<file path="src/rtl/spi_sample_reader_if.sv">
// Handshake and SPI pin bundle between a host and spi_sample_reader.
// The slave modport is the reader's view; master is the host/link side.
interface spi_sample_reader_if;
    logic        start;
    logic [7:0]  cmd_byte;
    logic        busy;
    logic        spi_clk;
    logic        mosi;
    logic        miso;
    logic        byte_done;
    logic [39:0] frame_out;
    logic        frame_valid;

    modport slave (
        input  start, cmd_byte, miso,
        output busy, spi_clk, mosi, byte_done, frame_out, frame_valid
    );

    modport master (
        output start, cmd_byte, miso,
        input  busy, spi_clk, mosi, byte_done, frame_out, frame_valid
    );
endinterface

</file>
<file path="src/rtl/spi_sample_reader.sv">
// Mode-0 SPI master that reads one 40-bit {time, pins} record from the
// logic-analyser slave per start request, MSB byte first.
module spi_sample_reader #(
    parameter int CLK_DIV    = 4,
    parameter int GAP_CYCLES = 8
) (
    input  logic               clk,
    input  logic               rst,
    spi_sample_reader_if.slave bus
);
    typedef enum logic [2:0] {IDLE, LOAD, SHIFT, GAP, DONE} state_t;

    localparam logic [7:0] DIV_RELOAD = 8'(CLK_DIV - 1);
    localparam logic [7:0] GAP_RELOAD = 8'((GAP_CYCLES > 0) ? GAP_CYCLES - 1 : 0);

    state_t      state_q, state_d;
    logic [7:0]  cmd_q, cmd_d;
    logic [7:0]  tx_q, tx_d;
    logic [7:0]  rx_q, rx_d;
    logic [7:0]  div_q, div_d;
    logic [7:0]  gap_q, gap_d;
    logic [4:0]  tog_q, tog_d;
    logic [2:0]  idx_q, idx_d;
    logic [39:0] asm_q, asm_d;
    logic [39:0] frame_q, frame_d;
    logic        spi_clk_q, spi_clk_d;
    logic        mosi_q, mosi_d;
    logic        busy_q, busy_d;
    logic        byte_done_q, byte_done_d;
    logic        valid_q, valid_d;

    always_ff @(posedge clk or negedge rst) begin
        if (!rst) begin
            state_q     <= IDLE;
            cmd_q       <= '0;
            tx_q        <= '0;
            rx_q        <= '0;
            div_q       <= '0;
            gap_q       <= '0;
            tog_q       <= '0;
            idx_q       <= '0;
            asm_q       <= '0;
            frame_q     <= '0;
            spi_clk_q   <= 1'b0;
            mosi_q      <= 1'b0;
            busy_q      <= 1'b0;
            byte_done_q <= 1'b0;
            valid_q     <= 1'b0;
        end else begin
            state_q     <= state_d;
            cmd_q       <= cmd_d;
            tx_q        <= tx_d;
            rx_q        <= rx_d;
            div_q       <= div_d;
            gap_q       <= gap_d;
            tog_q       <= tog_d;
            idx_q       <= idx_d;
            asm_q       <= asm_d;
            frame_q     <= frame_d;
            spi_clk_q   <= spi_clk_d;
            mosi_q      <= mosi_d;
            busy_q      <= busy_d;
            byte_done_q <= byte_done_d;
            valid_q     <= valid_d;
        end
    end

    always_comb begin
        state_d     = state_q;
        cmd_d       = cmd_q;
        tx_d        = tx_q;
        rx_d        = rx_q;
        div_d       = div_q;
        gap_d       = gap_q;
        tog_d       = tog_q;
        idx_d       = idx_q;
        asm_d       = asm_q;
        frame_d     = frame_q;
        spi_clk_d   = spi_clk_q;
        mosi_d      = mosi_q;
        busy_d      = busy_q;
        byte_done_d = 1'b0;
        valid_d     = 1'b0;

        case (state_q)
            IDLE: begin
                busy_d = 1'b0;
                if (bus.start) begin
                    cmd_d   = bus.cmd_byte;
                    tx_d    = bus.cmd_byte;
                    idx_d   = '0;
                    asm_d   = '0;
                    busy_d  = 1'b1;
                    state_d = LOAD;
                end
            end

            LOAD: begin
                mosi_d  = tx_q[7];
                tx_d    = {tx_q[6:0], 1'b0};
                div_d   = DIV_RELOAD;
                tog_d   = '0;
                state_d = SHIFT;
            end

            SHIFT: begin
                if (div_q == 8'd0) begin
                    div_d     = DIV_RELOAD;
                    spi_clk_d = ~spi_clk_q;
                    tog_d     = tog_q + 5'd1;
                    if (!spi_clk_q) begin
                        rx_d = {rx_q[6:0], bus.miso};
                    end else if (tog_q == 5'd15) begin
                        // Final falling edge: rx_q already holds all eight bits.
                        mosi_d      = 1'b0;
                        byte_done_d = 1'b1;
                        case (idx_q)
                            3'd0:    asm_d[39:32] = rx_q;
                            3'd1:    asm_d[31:24] = rx_q;
                            3'd2:    asm_d[23:16] = rx_q;
                            3'd3:    asm_d[15:8]  = rx_q;
                            3'd4:    asm_d[7:0]   = rx_q;
                            default: ;
                        endcase
                        if (idx_q < 3'd4) begin
                            if (GAP_CYCLES == 0) begin
                                idx_d   = idx_q + 3'd1;
                                tx_d    = cmd_q;
                                state_d = LOAD;
                            end else begin
                                gap_d   = GAP_RELOAD;
                                state_d = GAP;
                            end
                        end else begin
                            state_d = DONE;
                        end
                    end else begin
                        mosi_d = tx_q[7];
                        tx_d   = {tx_q[6:0], 1'b0};
                    end
                end else begin
                    div_d = div_q - 8'd1;
                end
            end

            GAP: begin
                mosi_d = 1'b0;
                if (gap_q == 8'd0) begin
                    idx_d   = idx_q + 3'd1;
                    tx_d    = cmd_q;
                    state_d = LOAD;
                end else begin
                    gap_d = gap_q - 8'd1;
                end
            end

            // frame_out and frame_valid register here, so they appear in the
            // first IDLE cycle; busy still covers that cycle.
            DONE: begin
                frame_d = asm_q;
                valid_d = 1'b1;
                state_d = IDLE;
            end

            default: state_d = IDLE;
        endcase
    end

    assign bus.busy        = busy_q;
    assign bus.spi_clk     = spi_clk_q;
    assign bus.mosi        = mosi_q;
    assign bus.byte_done   = byte_done_q;
    assign bus.frame_out   = frame_q;
    assign bus.frame_valid = valid_q;
endmodule

</file>
<file path="src/flat_wrapper.sv">
// flat-port wrapper written by rule: the top's interface ports become plain ports
module spi_sample_reader_flat 
#(
    parameter int CLK_DIV    = 4,
    parameter int GAP_CYCLES = 8
)
  (clk, rst, bus_start, bus_cmd_byte, bus_miso, bus_busy, bus_spi_clk, bus_mosi, bus_byte_done, bus_frame_out, bus_frame_valid);
  spi_sample_reader_if bus_i ();
  input  logic clk;
  input  logic rst;
  input wire logic [$bits(bus_i.start)-1:0] bus_start;
  input wire logic [$bits(bus_i.cmd_byte)-1:0] bus_cmd_byte;
  input wire logic [$bits(bus_i.miso)-1:0] bus_miso;
  output wire logic [$bits(bus_i.busy)-1:0] bus_busy;
  output wire logic [$bits(bus_i.spi_clk)-1:0] bus_spi_clk;
  output wire logic [$bits(bus_i.mosi)-1:0] bus_mosi;
  output wire logic [$bits(bus_i.byte_done)-1:0] bus_byte_done;
  output wire logic [$bits(bus_i.frame_out)-1:0] bus_frame_out;
  output wire logic [$bits(bus_i.frame_valid)-1:0] bus_frame_valid;
  assign bus_i.start = bus_start;
  assign bus_i.cmd_byte = bus_cmd_byte;
  assign bus_i.miso = bus_miso;
  assign bus_busy = bus_i.busy;
  assign bus_spi_clk = bus_i.spi_clk;
  assign bus_mosi = bus_i.mosi;
  assign bus_byte_done = bus_i.byte_done;
  assign bus_frame_out = bus_i.frame_out;
  assign bus_frame_valid = bus_i.frame_valid;
  spi_sample_reader #(.CLK_DIV(CLK_DIV), .GAP_CYCLES(GAP_CYCLES)) u_core (.clk(clk), .rst(rst), .bus(bus_i));
endmodule
</file>
<file path="config.mk">
export PLATFORM = sky130hd
export DESIGN_NAME = spi_sample_reader_flat
export DESIGN_NICKNAME = d
export VERILOG_FILES = /design/src/rtl/spi_sample_reader_if.sv /design/src/rtl/spi_sample_reader.sv /design/src/flat_wrapper.sv
export SDC_FILE = /design/constraint.sdc
export NUM_CORES = 1
export LEC_CHECK = 0
export CELL_PAD_IN_SITES_DETAIL_PLACEMENT = 0
export CELL_PAD_IN_SITES_GLOBAL_PLACEMENT = 2
export CORE_AREA = 2 2 152 117
export DETAILED_ROUTE_END_ITERATION = 16
export DIE_AREA = 0 0 154 119
export GPL_ROUTABILITY_DRIVEN = 0
export HOLD_SLACK_MARGIN = 0.15
export PLACE_DENSITY = 0.84
export SLEW_MARGIN = 15
export SYNTH_ARGS = -nofsm -noshare
export SYNTH_HDL_FRONTEND = slang
export SYNTH_SLANG_ARGS = --single-unit
</file>
<file path="constraint.sdc">
create_clock -name clk -period 1.95 [get_ports clk]
set_clock_uncertainty 0.1 [all_clocks]
set_input_delay 0.4875 -clock clk [delete_from_list [all_inputs] [get_ports clk]]
set_output_delay 0.4875 -clock clk [all_outputs]
set_load 0.02 [all_outputs]
</file>
=== Word-level counts from Yosys, hierarchy flattened ===
Index checks and enable logic that the tools add are counted.

* Input bits: 12
* Bits in latches: 0
* RAM bits: 0
* ROM bits: 0
* Output and inout bits: 45
* Register bits after elaboration: 136
* Memories kept: 0

* Reductions and logical operators: 24
* Shift operators: 0
* Order comparisons: 1
* Divide/modulo/power cells: 0
* Bitwise gates (word level): 1
* Mux-type cells: 46
* $add $sub $neg: 4
* Multipliers: 0
* Eq/ne operators: 22

{| class="wikitable"
|+ Operator list
! operator !! number
|-
| $mux W40 || 4
|-
| $mux W8 || 16
|-
| $pmux W40 S2 || 1
|-
| $reduce_and A6 Y1 || 7
|-
| $pmux W8 S2 || 2
|-
| $pmux W8 S4 || 1
|-
| $mux W3 || 8
|-
| $logic_not A8 Y1 || 2
|-
| $ne A2 B2 Y1 const B || 8
|-
| $sub A8 B1 Y8 const B || 2
|-
| $eq A3 B2 Y1 const B || 4
|-
| $pmux W3 S4 || 1
|-
| $ne A2 B1 Y1 const B || 5
|-
| $pmux W5 S2 || 1
|-
| $mux W1 || 9
|-
| $reduce_and A3 Y1 || 3
|-
| $reduce_bool A2 Y1 || 4
|-
| $eq A3 B1 Y1 const B || 2
|-
| $eq A3 B3 Y1 const B || 2
|-
| $logic_not A3 Y1 || 2
|-
| $pmux W3 S2 || 1
|-
| $reduce_and A2 Y1 || 3
|-
| $add A5 B1 Y5 const B || 1
|-
| $eq A5 B4 Y1 const B || 1
|-
| other kinds (8) || 8
|}

=== Logic depth before layout (Yosys ltp) ===
Gate-level depths: netlist of run 1.

* Depth in word-level cells: 6
* Depth in mapped cells: 8
* Gate-level depth less buffers: 8

=== Worst setup path before layout of run 1 ===
OpenSTA, ideal clock, no wires.

* Kind: register -> register
* Start point: register u_core.div_q[0]
* End point: register u_core.rx_q[0]
* Clock period less this slack: 2.104 ns
* Stages on the path, launching flop included: 8
* Arrival time: 1.879 ns
* Library setup time: 0.125 ns
* Slack: -0.154 ns
* Cell sequence: dfrtp_1 inv_1 ha_1 or4b_4 nor2_2 nand2_1 nor2_4 mux2_2

* Longest elaborated chain between the ends: 2

{| class="wikitable"
|+ Ends and longest elaborated chain
! element !! line !! source
|-
| from (decl) || spi_sample_reader.sv:20 || <nowiki>logic [7:0] div_q, div_d;</nowiki>
|-
| from (signal assigned) || spi_sample_reader.sv:54 || <nowiki>div_q <= div_d;</nowiki>
|-
| $logic_not A8 Y1 || spi_sample_reader.sv:107 || <nowiki>if (div_q == 8'd0) begin</nowiki>
|-
| $reduce_and A3 Y1 (no source line) || n/a ||
|-
| to (signal assigned) || spi_sample_reader.sv:53 || <nowiki>rx_q <= rx_d;</nowiki>
|-
| to (decl) || spi_sample_reader.sv:19 || <nowiki>logic [7:0] rx_q, rx_d;</nowiki>
|}

No other way between the ends.
A chain may end at the register's enable or synchronous reset.

=== Worst setup path in the final report of run 1 ===
* Start point: register u_core.tog_q[0]
* End point: register u_core.tx_q[3]

* Longest elaborated chain between the ends: 3

{| class="wikitable"
|+ Ends and longest elaborated chain
! element !! line !! source
|-
| from (decl) || spi_sample_reader.sv:22 || <nowiki>logic [4:0] tog_q, tog_d;</nowiki>
|-
| from (signal assigned) || spi_sample_reader.sv:56 || <nowiki>tog_q <= tog_d;</nowiki>
|-
| $eq A5 B4 Y1 || spi_sample_reader.sv:113 || <nowiki>end else if (tog_q == 5'd15) begin</nowiki>
|-
| $ne A2 B2 Y1 (no source line) || n/a ||
|-
| $reduce_and A6 Y1 (no source line) || n/a ||
|-
| to (signal assigned) || spi_sample_reader.sv:52 || <nowiki>tx_q <= tx_d;</nowiki>
|-
| to (decl) || spi_sample_reader.sv:18 || <nowiki>logic [7:0] tx_q, tx_d;</nowiki>
|}

No other way between the ends.

==> results of run 1 <==
report_power, final:
group / switching, W / internal, W
clock: 0.00118 / 0.00194
sequential: 0.0000198 / 0.00283
combinational: 0.0000637 / 0.0000389
total: 0.00126 / 0.00481
placed cells by master, fill, tap and decap left out, drive strengths merged, types with 2 or more instances in the layout:
cell type / count
dfrtp: 136
buf: 77
mux2: 65
dlygate4sd2: 43
a22o: 42
nand2: 40
nor2: 30
o21ai: 29
clkbuf: 20
inv: 11
ha: 11
xor2: 10
clkdlybuf4s50: 10
a21oi: 9
nand3: 9
nor3: 8
clkinv: 8
a22oi: 7
and3: 5
or3: 4
nand2b: 3
nand4: 3
nor4: 3
nor3b: 3
a211oi: 2
a31oi: 2
clkinvlp: 2
bufinv: 2
dlymetal6s2s: 2
or3b: 2
and2: 2
layer usage:
metal  GRT usage  wire length (um)  vias to the layer above
met5           0                 0                        -
met4      0.0432               137                        0
met3      0.0375               371                       12
met2       0.238              6260                       57
met1       0.212              6540                     2104
li1            -                 -                     1930
kinds of logic (layout without fill, tap and decap cells):
family                     after synthesis  in the layout  share of synthesized area
AOI/OAI and AO/OA                       94             94                      0.118
DFF                                    136            136                      0.590
xor gates and xnor gates                11             11                     0.0167
muxes                                   66             66                      0.134
buffers and inverters                   25            176                     0.0171
adders and majority gates               11             11                     0.0239
and+or+nand+nor                        114            114                     0.0996
area by class of cell:
type	instances	area, um2
inverter	11	41.3
timing repair buffer	133	1220
tap	220	275
multi-input combinational	296	2530
fill	1500	9020
sequential	136	3400
clock buffer	20	457
clock inverter	12	126
Yosys cell counts (all sizes together) (4+ instances only):
library cell and instances:
ha 11, dfrtp 136, inv 11, nor2 30
nand2 40, a22o 42, and3 5, o21ai 29
or3 4, mux2 65, a21oi 9, buf 6
a22oi 7, nor3 8, nand3 9, clkbuf 8
xor2 10
worst max-delay path: stages (launching register included):
cell and delay [ns]:
dfrtp_1 0.38, ha_2 0.20, and3_4 0.18, ha_4 0.12, buf_4 0.11, and3b_2 0.21
o21ai_4 0.36, mux2_4 0.34
sequential cells by signal (all words and copies together), names as in the netlist:
name / cells
u_core.tx_q: 8
u_core.tog_q: 5
u_core.bus.mosi: 1
u_core.bus.spi_clk: 1
u_core.gap_q: 8
u_core.bus.frame_valid: 1
u_core.bus.byte_done: 1
u_core.asm_q: 40
u_core.cmd_q: 8
u_core.div_q: 8
u_core.idx_q: 3
u_core.rx_q: 8
u_core.state_q: 3
u_core.bus.busy: 1
u_core.bus.frame_out: 40
per-stage QoR:
step / total power [W] / cells / setup WS [ns] / setup TNS [ns]
floorplan: 0.00289 / 457 / -0.132 / -3.07
global placement: 0.00300 / 777 / -0.243 / -9.74
detailed placement: 0.00300 / 777 / -0.279 / -13.78
CTS: 0.00613 / 818 / -0.184 / -3.67
global route: 0.00631 / 828 / -0.238 / -9.30
finish: 0.00607 / 828 / -0.158 / -4.48
final timing paths:
kind                                     startpoint  depth (start not counted)                       end  slack [ns]
hold / removal             u_core.bus.frame_out[37]                          1  u_core.bus.frame_out[37]        0.40
max in group asynchronous                       rst                          3           u_core.idx_q[2]        0.74
setup reg to reg                    u_core.tog_q[0]                          7            u_core.tx_q[3]       -0.16
min in group asynchronous                       rst                          2  u_core.bus.frame_out[34]        0.45
hold reg to reg            u_core.bus.frame_out[37]                          1  u_core.bus.frame_out[37]        0.40
setup / recovery                    u_core.tog_q[0]                          7            u_core.tx_q[3]       -0.16
repair_timing:
item,4_1_cts,5_1_grt
endpoints found under the setup margin,115,81
resized for setup,84,42
gates cloned,0,0
hold endpoints to repair,37,0
hold buffers,1,0
pin swaps,18,42
setup buffers,8,14
==> run_results.csv, run 1 <==
group,metric,value,unit
die,die_h,119,um
timing,tightest_slew,0.482,ns
cells_and_area,nNetsFinal,618,
cells_and_area,post-route-util,0.472,
yosys,async_flop_share,1.00,
yosys,syn_area,5760,um2
yosys,seq_area_frac_synth,0.590,
timing,fin_ws,-0.158,ns
cells_and_area,fin_area,8060,um2
worst_setup_path,cp.arrival,2.30,ns
worst_setup_path,start_kind,"flip-flop",
clock_tree,cts_made_buffers,17,
detailed_routing,num_vias,4103,
detailed_routing,drtIter0Drc,226,
placement,dpl-instance-area,7060,um2
pwr,power_density,754,nW/um2
worst_setup_path,cp-end-kind,"flip-flop",
timing,final_hold_viol_count,0,
detailed_routing,viasPerCell,4.96,
detailed_routing,drt_pass1_iterations,4,
clock_tree,ctsHtreeMaxLevel,4,
detailed_routing,avgRoutedWirePerCell,16.1,um
timing,fin_worst_hold_slack,0.399,ns
yosys,synthTopCellsByArea,"dfrtp_1 (59%), mux2_2 (11%), a22o_1 (6.4%)",
placement,portBuffers,56,
clock_tree,clk_latency,0.41,ns
die,rows,42,
timing,finalSetupViolCount,65,
clock_tree,cts_tree,"done",
detailed_routing,wirelength,13300,um
yosys,synth-edff-count,0,
global_routing,grt_pass1_wl,22100,um
yosys,ys_types,44,
yosys,ys_seq_elements,136,
timing,rsz0062_at_grt,"true",
detailed_routing,drc,0,
die,start_util,0.338,
worst_hold_path,hp-class,"flip-flop to flip-flop",
global_routing,grt_usage,0.153,
cells_and_area,diodes,0,
yosys,ys.flop_type,"dfrtp_1",
timing,clock.fmax,474,MHz
job,drv_cap,0,
timing,fin_crit_sh,1.08,
cells_and_area,syn_to_final_growth,39.7,%
die,die_area,18300,um2
worst_setup_path,required,2.14,ns
yosys,synth.largest_area_cell,"dfrtp_1",
yosys,avgSynthCellArea,12.6,um2
die,coreArea,17100,um2
worst_setup_path,critPathKind,"flip-flop to flip-flop",
placement,post-dp-hpwl,9260,um
pwr,p_leak,4.03,nW
global_routing,grt.overflow.total,0,
pwr,peakVddDrop,0.432,mV
timing,slew_violations,0,
yosys,syn_nets,480,
die,dieWidth,154,um
timing,maxSlewHeadroom,0.676,
timing,fin_crit,2.11,ns
run_status,violations,"setup timing",
global_routing,antenna_found_initial,0,
yosys,syn_inst,457,
die,pin_count,57,
clock_tree,cts.clk_slew.worst_paths,0.06,ns
yosys,ys_warn_count,0,
clock_tree,cts_root_buffer,"clkbuf_16",
run_status,status,"complete, but fails checks",
worst_setup_path,crit_path_max_fanout,8,
global_routing,grt_max_degree,43,
detailed_routing,ant_nets,0,
clock_tree,clock-sinks,136,
global_routing,grt_pass1_vias,4264,
yosys,synth_top_area_frac,0.590,
clock_tree,clockBufferDepth,2,
cells_and_area,drive_gt1_frac,0.357,
No activity file was read; power rests on OpenSTA's default activity.
==> run 2: changes to the inputs <==
--- a/config.mk
+++ b/config.mk
@@ -17,3 +17,4 @@
 export SYNTH_ARGS = -nofsm -noshare
 export SYNTH_HDL_FRONTEND = slang
 export SYNTH_SLANG_ARGS = --single-unit
+export TNS_END_PERCENT = 1
==> run_results.csv, run 2 (synthesized netlist as in run 1, its figures left out) <==
group,metric,value,unit
global_routing,grt_util_met1,0.219,
timing,clock.fmax,471,MHz
worst_hold_path,hp-class,"input port to async pin",
clock_tree,cts_root_buffer,"clkbuf_16",
worst_setup_path,cp-end-kind,"flip-flop",
placement,post-dp-hpwl,8940,um
worst_setup_path,regToRegSetupSlack,-0.17,ns
die,rows,42,
die,coreArea,17100,um2
pwr,peakVddDrop,0.549,mV
die,die_area,18300,um2
job,drv_cap,0,
global_routing,grt_pass1_wl,22100,um
clock_tree,ctsHtreeMaxLevel,4,
pwr,power,0.00618,W
worst_setup_path,crit_path_start,"u_core.div_q[0]",
cells_and_area,fin_area,8040,um2
timing,maxSlewHeadroom,0.559,
timing,fin_ws,-0.173,ns
worst_setup_path,timing.rr.start,"u_core.div_q[0]",
cells_and_area,syn_to_final_growth,39.4,%
clock_tree,clockBufferDepth,2,
global_routing,grt_usage,0.153,
detailed_routing,drtIter0Drc,280,
timing,slew_violations,0,
timing,fin_crit,2.12,ns
timing,tightest_slew,0.660,ns
cells_and_area,final_common_cell,"dfrtp_1",
detailed_routing,drc,0,
clock_tree,clock-sinks,136,
global_routing,met2_usage,0.223,
pwr,p_leak,4.57,nW
cells_and_area,nNetsFinal,614,
clock_tree,cts.clk_slew.worst_paths,0.06,ns
detailed_routing,avgRoutedWirePerCell,16.4,um
worst_setup_path,reg2reg_depth,8,
die,die_h,119,um
detailed_routing,viasPerCell,4.92,
placement,dpl-instance-area,7020,um2
timing,fin_crit_sh,1.09,
detailed_routing,num_vias,4052,
cells_and_area,drive_gt1_frac,0.336,
worst_setup_path,required,2.14,ns
clock_tree,cts_made_buffers,17,
global_routing,grt_max_degree,100,
global_routing,grt.overflow.total,0,
die,dieWidth,154,um
placement,portBuffers,56,
global_routing,global_route.peak_usage_layer,"met2",
run_status,status,"complete, but fails checks",
die,start_util,0.338,
global_routing,antenna_found_initial,0,
cells_and_area,fin_cells,824,
worst_setup_path,cp.arrival,2.32,ns
timing,finalSetupViolCount,66,
pwr,power_density,769,nW/um2
worst_setup_path,crit_path_max_fanout,8,
clock_tree,cts_tree,"done",
cells_and_area,diodes,0,
timing,fin_worst_hold_slack,0.336,ns
timing,rsz0062_at_grt,"true",
detailed_routing,drt_pass1_iterations,4,
cells_and_area,layout_common_cells,"dfrtp_1 (136), buf_4 (64), mux2_2 (50), dlymetal6s2s_1 (44), a22o_1 (42)",
die,pin_count,57,
detailed_routing,wirelength,13500,um
global_routing,grt_pass1_vias,4221,
clock_tree,clk_latency,0.42,ns
worst_setup_path,critPathKind,"flip-flop to flip-flop",
run_status,violations,"setup timing",
worst_setup_path,start_kind,"flip-flop",
placement,dp.cells,777,
cells_and_area,fillers,1468,
detailed_routing,ant_nets,0,
timing,final_hold_viol_count,0,
global_routing,grtUsageMet3,0.0364,
worst_setup_path,reg2reg_to,"u_core.rx_q[5]",
run 2: cell count changes in the layout (fill, tap and decap cells not counted), moves of 4 or more:
cell            delta
nand2_8            -4
dlygate4sd2_1     -42
dlymetal6s2s_1    +42
o21ai_1            -6
buf_6              -7
o21ai_0            +9
buf_4              +5
run 2: worst max path at each step:
stage                            end  slack (ns)
floorplan             u_core.rx_q[0]       -0.13
global placement    u_core.asm_q[17]       -0.33
detailed placement  u_core.asm_q[24]       -0.38
CTS                   u_core.tx_q[3]       -0.20
global route          u_core.tx_q[3]       -0.25
finish                u_core.rx_q[5]       -0.17
run 2: what timing repair did:
item	CTS	global route
hold buffers	1	0
endpoints found under the setup margin	117	121
pin swaps	7	8
buffers inserted	9	5
endpoints found under the hold margin	136	0
resized for setup	25	66
run 2: layout make-up:
type,count,area [um2],area share
Clock inverter,12,150,0.0187
Multi-Input combinational cell,296,2420,0.302
Timing Repair Buffer,129,1290,0.161
Tap cell,220,275,0.0343
Inverter,11,41.3,0.00514
Sequential cell,136,3400,0.423
Clock buffer,20,447,0.0556
run 2: stage by stage:
step                setup WS (ns)   util  TNS [ns]
finish                     -0.173  0.471     -7.21
global route               -0.249  0.471    -14.19
CTS                        -0.196  0.456    -10.06
detailed placement         -0.378  0.411    -19.29
global placement           -0.326  0.411    -17.08
floorplan                  -0.132      -     -2.35
run 2: power breakdown:
| part | internal, W | leakage [nW] | switching (W) |
|---|---|---|---|
| logic | 0.0000336 | 2.44 | 0.0000620 |
| clock network | 0.00204 | 0.286 | 0.00120 |
| registers | 0.00283 | 1.85 | 0.0000195 |
run 2: routing by layer:
metal,vias up,share of wire
met5,-,0
li1,1933,-
met3,4,0.037
met1,2044,0.50
met4,0,0.0048
met2,71,0.45
run 2: worst max-delay path, cell delays in order, from the launching register on:
cell	delay (ns)
dfrtp_1	0.38
inv_2	0.09
ha_4	0.13
or4b_4	0.47
nor2_4	0.14
nand2_2	0.08
nor2_4	0.13
buf_12	0.14
mux2_2	0.34
==> run 3: changes to the inputs <==
--- a/config.mk
+++ b/config.mk
@@ -7,12 +7,12 @@
 export LEC_CHECK = 0
 export CELL_PAD_IN_SITES_DETAIL_PLACEMENT = 0
 export CELL_PAD_IN_SITES_GLOBAL_PLACEMENT = 2
-export CORE_AREA = 2 2 152 117
+export CORE_AREA = 2 2 144 111
 export DETAILED_ROUTE_END_ITERATION = 16
-export DIE_AREA = 0 0 154 119
+export DIE_AREA = 0 0 146 113
 export GPL_ROUTABILITY_DRIVEN = 0
 export HOLD_SLACK_MARGIN = 0.15
-export PLACE_DENSITY = 0.84
+export PLACE_DENSITY = 0.8
 export SLEW_MARGIN = 15
 export SYNTH_ARGS = -nofsm -noshare
 export SYNTH_HDL_FRONTEND = slang
==> constraint.sdc (replaced) <==
create_clock -name clk -period 2.35 [get_ports clk]
set_clock_uncertainty 0.1 [all_clocks]
set_input_delay 0.5875 -clock clk [delete_from_list [all_inputs] [get_ports clk]]
set_output_delay 0.5875 -clock clk [all_outputs]
set_load 0.02 [all_outputs]
==> run_results.csv, run 3 (synthesized netlist as in run 1, its figures left out) <==
group,metric,value,unit
clock_tree,cts_root_buffer,"clkbuf_16",
pwr,power,0.00494,W
detailed_routing,avgRoutedWirePerCell,16.8,um
pwr,peakVddDrop,0.410,mV
cells_and_area,nNetsFinal,564,
worst_setup_path,critical_path.max_stage_delay,0.51,ns
timing,fin_crit_sh,0.943,
clock_tree,clk_latency,0.42,ns
cells_and_area,syn_to_final_growth,27.6,%
cells_and_area,final_common_cell,"dfrtp_1",
die,pin_count,57,
die,dieWidth,146,um
global_routing,antenna_found_initial,0,
clock_tree,cts_tree,"done",
job,drv_cap,0,
detailed_routing,viasPerCell,5.18,
worst_setup_path,start_kind,"flip-flop",
detailed_routing,wirelength,12700,um
cells_and_area,drive_gt1_frac,0.262,
worst_setup_path,cp.arrival,2.41,ns
worst_setup_path,cp-end-kind,"flip-flop",
detailed_routing,drc,0,
worst_setup_path,regToRegSetupSlack,0.13,ns
timing,final_hold_viol_count,0,
timing,slew_violations,0,
worst_setup_path,critPathCapture,"u_core.rx_q[7]",
clock_tree,ctsHtreeMaxLevel,4,
worst_setup_path,reg2reg_depth,7,
die,coreArea,15000,um2
timing,finalSetupViolCount,0,
global_routing,grt_max_degree,56,
cells_and_area,diodes,0,
global_routing,grt_pass1_vias,4082,
worst_setup_path,cpMaxStageDelayCell,"or4b_4",
worst_setup_path,required,2.55,ns
cells_and_area,layout_common_cells,"dfrtp_1 (135), mux2_2 (57), clkdlybuf4s50_1 (55), a22o_1 (42), nand2_1 (38)",
clock_tree,clock-sinks,136,
worst_setup_path,cpMostUsedCell,"nor2_4",
global_routing,grt_usage,0.168,
worst_setup_path,crit_path_max_fanout,8,
worst_hold_path,hp-class,"flip-flop to flip-flop",
run_status,status,"finished clean",
clock_tree,clockBufferDepth,2,
worst_setup_path,crit_path_start,"u_core.div_q[0]",
timing,tightest_slew,0.697,ns
worst_setup_path,timing.rr.start,"u_core.div_q[0]",
die,die_area,16500,um2
clock_tree,cts.clk_slew.worst_paths,0.06,ns
detailed_routing,num_vias,3933,
timing,clock.fmax,451,MHz
detailed_routing,drtIter0Drc,210,
detailed_routing,ant_nets,0,
worst_setup_path,cp_cell_sequence,"inv_1 > ha_1 > or4b_4 > nor2_4 > nand2_2 > nor2_4 > mux2_2",
cells_and_area,post-route-util,0.490,
placement,portBuffers,56,
timing,rsz0062_at_grt,"true",
worst_setup_path,reg2reg_to,"u_core.rx_q[7]",
global_routing,grt.overflow.total,0,
pwr,power_density,672,nW/um2
die,rows,39,
global_routing,grt_pass1_wl,21700,um
pwr,p_leak,3.44,nW
timing,maxSlewHeadroom,0.534,
worst_setup_path,critPathKind,"flip-flop to flip-flop",
die,start_util,0.384,
timing,setup_tns,0,ns
detailed_routing,drt_pass1_iterations,4,
clock_tree,cts_made_buffers,17,
die,die_h,113,um
timing,fin_crit,2.22,ns
placement,post-dp-hpwl,8750,um
run 3: critical path, delay by kind of cell, from the launching register on:
family                     cells  cell delay, ns
adders and majority gates      1            0.16
DFF                            1            0.40
buffers and inverters          1            0.09
and+or+nand+nor                4            0.98
muxes                          1            0.37
run 3: worst min path at each step:
| stage | start | endpoint | slack (ns) | depth (start not counted) |
|---|---|---|---|---|
| after global routing | u_core.bus.frame_out[34] | u_core.bus.frame_out[34] | 0.42 | 1 |
| after CTS | u_core.div_q[0] | u_core.div_q[0] | 0.41 | 1 |
| after detailed placement | u_core.asm_q[32] | u_core.asm_q[32] | 0.39 | 1 |
| after global placement | u_core.div_q[0] | u_core.div_q[0] | 0.37 | 1 |
| after floorplan | rst | u_core.asm_q[0] | 0.19 | 0 |
| final | u_core.div_q[0] | u_core.div_q[0] | 0.40 | 1 |
run 3: final cells by class:
cell class                      instances  area, um2
Clock inverter                         12        103
Inverter                               11       41.3
Tap cell                              205        256
Sequential cell                       136       3400
Clock buffer                           20        457
Timing Repair Buffer                   79        774
Multi-Input combinational cell        296       2320
Fill cell                            1357       7670
run 3: what timing repair did:
action	CTS	global route
hold buffers	1	0
endpoints found under the setup margin	14	60
setup buffers	0	1
hold endpoints to repair	41	0
gates resized for setup	4	13
pin swaps	0	2
run 3: stage by stage:
step	cells	hold slack, ns	area [um2]	worst slack [ns]
after global placement	725	0.373	6720	0.0262
after global routing	759	0.420	7360	-0.00552
after CTS	758	0.407	7310	0.0267
after floorplan	457	0.192	5760	0.246
final	759	0.397	7360	0.135
after detailed placement	725	0.391	6720	-0.0658
run 3: metal layers:
| layer | vias up | GRT usage | part of all wire |
|---|---|---|---|
| met5 | - | 0 | 0 |
| met4 | 0 | 0.0615 | 0.0091 |
| li1 | 1819 | - | - |
| met1 | 2031 | 0.237 | 0.49 |
| met2 | 73 | 0.254 | 0.46 |
| met3 | 10 | 0.0383 | 0.036 |
run 3: power by group:
| group | internal, W | total (W) | leakage, nW | switching (W) |
|---|---|---|---|---|
| logic | 0.0000270 | 0.0000792 | 1.33 | 0.0000522 |
| clock network | 0.00150 | 0.00250 | 0.268 | 0.00100 |
| registers | 0.00235 | 0.00236 | 1.84 | 0.0000157 |
| total | 0.00388 | 0.00494 | 3.44 | 0.00107 |
